**src/rtl/bus_pkg.sv**
```systemverilog
// rtl/bus_pkg.sv - shared types and widths for the two-master bus arbiter
package bus_pkg;

    localparam int BUS_AW = 32;
    localparam int BUS_DW = 32;

    typedef enum logic [1:0] {
        BYTE = 2'd0,
        HALF = 2'd1,
        WORD = 2'd2
    } tsize_t;

    typedef enum logic [1:0] {
        IDLE  = 2'd0,
        OWNED = 2'd1,
        XFER  = 2'd2
    } arb_state_t;

endpackage

```
**src/rtl/bus_watchdog.sv**
```systemverilog
// rtl/bus_watchdog.sv - XFER timeout counter, built only with ARB_WATCHDOG_EN
`ifdef ARB_WATCHDOG_EN
module bus_watchdog #(
    parameter int TIMEOUT_CYCLES = 64
) (
    input  logic clk,
    input  logic rst_n,
    input  logic in_xfer,
    output logic timeout
);

    // Count is 0 in the first XFER cycle, so the limit is one less than the cycle budget.
    localparam logic [15:0] LIMIT = 16'(TIMEOUT_CYCLES - 1);

    logic [15:0] cnt;

    always_ff @(posedge clk or negedge rst_n) begin
        if (!rst_n) begin
            cnt <= '0;
        end else if (!in_xfer) begin
            cnt <= '0;
        end else begin
            cnt <= cnt + 16'd1;
        end
    end

    assign timeout = in_xfer && (cnt == LIMIT);

endmodule
`endif

```
**src/rtl/bus_arbiter_2m.sv**
```systemverilog
// rtl/bus_arbiter_2m.sv - round-robin two-master bus arbiter; optional watchdog via ARB_WATCHDOG_EN
import bus_pkg::*;

module bus_arbiter_2m #(
    parameter int TIMEOUT_CYCLES = 64
) (
    input  logic                clk,
    input  logic                rst_n,
    input  logic                m0_breq,
    input  logic                m1_breq,
    output logic                m0_bgnt,
    output logic                m1_bgnt,
    input  logic                m0_bstart,
    input  logic                m1_bstart,
    input  logic [BUS_AW-1:0]   m0_addr,
    input  logic [BUS_AW-1:0]   m1_addr,
    input  logic [BUS_DW-1:0]   m0_wdata,
    input  logic [BUS_DW-1:0]   m1_wdata,
    input  logic [1:0]          m0_tsize,
    input  logic [1:0]          m1_tsize,
    output logic [BUS_DW-1:0]   m0_rdata,
    output logic [BUS_DW-1:0]   m1_rdata,
    output logic                m0_bdone,
    output logic                m1_bdone,
    output logic                m0_berror,
    output logic                m1_berror,
    output logic                s_bstart,
    output logic [BUS_AW-1:0]   s_addr,
    output logic [BUS_DW-1:0]   s_wdata,
    output logic [1:0]          s_tsize,
    input  logic [BUS_DW-1:0]   s_rdata,
    input  logic                s_bdone
);

    arb_state_t state, state_nxt;
    logic owner, owner_nxt;
    logic last, last_nxt;
    logic own_req, oth_req, own_start;
    logic owned, in_xfer, timeout, xfer_end;

    assign own_req   = owner ? m1_breq   : m0_breq;
    assign oth_req   = owner ? m0_breq   : m1_breq;
    assign own_start = owner ? m1_bstart : m0_bstart;
    assign owned     = (state != IDLE);
    assign in_xfer   = (state == XFER);

`ifdef ARB_WATCHDOG_EN
    bus_watchdog #(
        .TIMEOUT_CYCLES (TIMEOUT_CYCLES)
    ) u_watchdog (
        .clk     (clk),
        .rst_n   (rst_n),
        .in_xfer (in_xfer),
        .timeout (timeout)
    );
`else
    // A zero budget is outside the legal range, so this is constant 0: XFER waits for s_bdone.
    assign timeout = (TIMEOUT_CYCLES == 0) && in_xfer;
`endif

    assign xfer_end = s_bdone || timeout;

    always_comb begin
        state_nxt = state;
        owner_nxt = owner;
        last_nxt  = last;
        case (state)
            IDLE: begin
                if (m0_breq || m1_breq) begin
                    state_nxt = OWNED;
                    owner_nxt = (m0_breq && m1_breq) ? ~last : m1_breq;
                    last_nxt  = owner_nxt;
                end
            end
            OWNED: begin
                // A forwarded start must be tracked to completion even if breq drops with it.
                if (own_start) begin
                    state_nxt = XFER;
                end else if (!own_req) begin
                    state_nxt = IDLE;
                end
            end
            XFER: begin
                if (xfer_end) begin
                    state_nxt = (own_req && !oth_req) ? OWNED : IDLE;
                end
            end
            default: state_nxt = IDLE;
        endcase
    end

    always_ff @(posedge clk or negedge rst_n) begin
        if (!rst_n) begin
            state <= IDLE;
            owner <= 1'b0;
            last  <= 1'b1;
        end else begin
            state <= state_nxt;
            owner <= owner_nxt;
            last  <= last_nxt;
        end
    end

    assign m0_bgnt = owned && !owner;
    assign m1_bgnt = owned &&  owner;

    assign s_bstart = (state == OWNED) && own_start;
    assign s_addr   = !owned ? '0 : (owner ? m1_addr  : m0_addr);
    assign s_wdata  = !owned ? '0 : (owner ? m1_wdata : m0_wdata);
    assign s_tsize  = !owned ? '0 : (owner ? m1_tsize : m0_tsize);

    assign m0_rdata  = (in_xfer && !owner) ? s_rdata : '0;
    assign m1_rdata  = (in_xfer &&  owner) ? s_rdata : '0;
    assign m0_bdone  = in_xfer && !owner && s_bdone;
    assign m1_bdone  = in_xfer &&  owner && s_bdone;
    assign m0_berror = in_xfer && !owner && timeout && !s_bdone;
    assign m1_berror = in_xfer &&  owner && timeout && !s_bdone;

endmodule

```
**config.mk**
```make
export PLATFORM = sky130hd
export DESIGN_NAME = bus_arbiter_2m
export DESIGN_NICKNAME = d
export VERILOG_FILES = /design/src/rtl/bus_pkg.sv /design/src/rtl/bus_watchdog.sv /design/src/rtl/bus_arbiter_2m.sv
export SDC_FILE = /design/constraint.sdc
export NUM_CORES = 1
export LEC_CHECK = 0
export BUFFER_PORTS_ARGS = -buffer_cell sky130_fd_sc_hd__buf_2
export CORE_AREA = 2 2 120 122
export DETAILED_ROUTE_END_ITERATION = 7
export DIE_AREA = 0 0 122 124
export GPL_ROUTABILITY_DRIVEN = 0
export HOLD_SLACK_MARGIN = 0.06
export SLEW_MARGIN = 0
export SYNTH_ARGS = -nofsm -noshare
export SYNTH_HDL_FRONTEND = slang
export SYNTH_SLANG_ARGS = --single-unit
```
**constraint.sdc**
```tcl
create_clock -name clk -period 1.3 [get_ports clk]
set_clock_uncertainty 0.15 [all_clocks]
set_input_delay 0.065 -clock clk [delete_from_list [all_inputs] [get_ports clk]]
set_output_delay 0.065 -clock clk [all_outputs]
set_load 0.01 [all_outputs]
```
==> impl_metrics.csv <==
group,metric,value,unit
clock_network,cts_root_buffer,"clkbuf_16",
run,drv_cap,0,
outcome,outcome,"finished, violations left",
drt,wirelength,8590,µm
synthesis,yosys_most_used_dff,"dfrtp_1",
drt,ant_nets,0,
synthesis,synth_area_leaders,"a22o_1 41%, and2_1 30%, dfrtp_1 5.4%, buf_4 3.8%, buf_6 3.2%",
sta,hold_viol,0,
sta,period_needed,1.73,ns
drt,drtIter0Drc,50,
drt,avgViaCountPerCell,3.93,
clock_network,h-tree-depth,1,
synthesis,synth_edf_count,0,
synthesis,ys_ff_latch,4,
floorplan,dieWidth,122,µm
synthesis,synthCells,183,
synthesis,synth_top_area_cell,"a22o_1",
global_routing,grt_first_pass_wirelength,11300,µm
place,io_buffers,305,
outcome,violations,"negative setup slack",
drt,drc_errors,0,
floorplan,start_util,10.2,%
sta,setup_tns,-48.78,ns
drt,vias,2638,
critical_path,worst_setup_path_start_kind,"flip-flop",
sta,finalMaxSlewViolations,0,
final_layout,diodes,0,
global_routing,grt_antenna_before_repair,0,
critical_path,endpoint_kind,"output pin",
sta,clock.fmax,579,MHz
sta,finalWorstSetupSlack,-0.428,ns
floorplan,ios,308,
floorplan,fp.dieH,124,µm
power,max-vdd-ir-drop,0.661,mV
global_routing,grt_usage,9.40,%
sta,period_share,133,%
critical_path,cp.required,1.09,ns
clock_network,clock_latency,0.23,ns
global_routing,grt_max_degree,35,
drt,wire_per_inst,12.8,µm
floorplan,core_area,13700,µm²
synthesis,avgSynthCellArea,7.62,µm²
global_routing,grt_pass1_vias,2280,
power,power_density,1870,nW/µm²
place,placed_area,3130,µm²
synthesis,seq_area_frac_synth,7.26,%
place,dp_hpwl,6770,µm
final_layout,finalInstanceArea,3400,µm²
clock_network,cts_buffers,3,
synthesis,yosysWarnings,0,
synthesis,ys_top_cells_by_count,"66 x a22o_1, 66 x and2_1, 7 x buf_4",
critical_path,crit_fanout,33,
synthesis,synth.distinct_cells,24,
final_layout,layout.nets,663,
synthesis,netlist_area,1400,µm²
sta,whs,0.114,ns
min_path,hp-class,"in -> reg",
synthesis,async_reset_ff_share,100,%
place,place_inst,655,
floorplan,die_area,15100,µm²
critical_path,critical_path_class,"reg -> out",
synthesis,synth.top_cell.area_share,41.4,%
sta,rsz0062_at_grt,"true",
sta,setup_viol,137,
power,leakage,2.09,nW
final_layout,syn2layout_area_growth,144,%
critical_path,cp.arrival,1.51,ns
final_layout,stdcell_count,671,
final_layout,fill_cells,1537,
clock_network,cts_tree,"done",
clock_network,path_clk_slew,0.03,ns
final_layout,drive_gt1_share,68.2,%
clock_network,clockBufferDepth,2,
drt,dr.pass1.iters,4,
floorplan,row_count,43,
clock_network,cts.sinks,4,
global_routing,grt_overflow,0,
[worst max-delay path, cell delays in order, from the launching register on]
cell and delay [ns]:
dfrtp_1 0.40, nor2_4 0.20, nor2_4 0.08, clkbuf_16 0.21
a22o_1 0.25, buf_2 0.14
[timing repair]
item | 4_1_cts | 5_1_grt
endpoints found under the hold margin | 8 | 0
buffers inserted | 6 | 3
pin swaps | 3 | 4
gates cloned | 2 | 0
gates resized for setup | 7 | 11
hold buffers | 5 | 0
setup endpoints to repair | 136 | 138
[per-layer routing]
metal	vias to the layer above	share of wire, %	GRT usage (%)
li1	1288	-	-
met1	1157	41	11.6
met2	188	49	17.6
met3	5	10	1.10
met4	0	0.58	1.87
met5	-	0	0
[where the power goes]
part | internal, mW | switching, mW
clock | 0.406 | 0.0968
sequential | 0.200 | 0.0730
combinational | 2.76 | 2.83
total | 3.37 | 3.00
[final timing paths]
kind / cells past startpoint / slack [ns] / end / start
worst max-delay path: 5 / -0.43 / s_wdata[28] / state[0]$_DFFE_PN0P_
worst min-delay path: 4 / 0.11 / state[1]$_DFFE_PN0P_ / m0_bstart
max in group asynchronous: 3 / 0.21 / owner$_DFFE_PN0P_ / rst_n
min in group asynchronous: 2 / 0.18 / last$_DFFE_PN1P_ / rst_n
worst min register to register: 2 / 0.39 / last$_DFFE_PN1P_ / last$_DFFE_PN1P_
worst max register to register: 5 / -0.04 / owner$_DFFE_PN0P_ / state[0]$_DFFE_PN0P_
[kinds of logic (layout without fill, tap and decap cells)]
kind of cell    Yosys count  after routing  share of synthesized area, %
flops                     4              4                          7.26
mux                       2              2                          1.44
buf+inv                  25            332                          11.6
other cells               1              2                         0.269
compound gates           73             73                          45.2
simple gates             78             78                          34.3
[stage by stage]
stage                     setup slack (ns)  util (%)  power [mW]
after global placement              -0.246      22.8        5.29
after floorplan                    -0.0426         -        3.44
after CTS                           -0.440      24.7        6.42
final                               -0.428      24.8        6.37
after global routing                -0.487      24.8        6.88
after detailed placement            -0.238      22.8        5.28
[registers in the layout, indices dropped and copies added, names as in the netlist]
name	count
owner	1
last	1
state	2
[cell usage in the layout, fill, tap and decap left out, types with 2 or more instances in the layout]
cell type and instances:
clkbuf_16 4, buf_12 5, buf_4 7, a22o_1 66, nor2_2 2, buf_6 7
buf_2 301, nor2_1 3, conb_1 2, and2_1 66, nand2_1 2, nor2_4 3
dlygate4sd3_1 5, dfrtp_1 2
[final cells by class]
class | instances | area [µm²] | area share [%]
sequential | 4 | 103 | 3.02
multi-input combinational | 155 | 1170 | 34.5
timing repair buffer | 326 | 1810 | 53.3
clock buffer | 4 | 78.8 | 2.32
tap | 180 | 225 | 6.62
inverter | 2 | 7.51 | 0.221
Note: power is estimated with default switching activity, not from simulation.
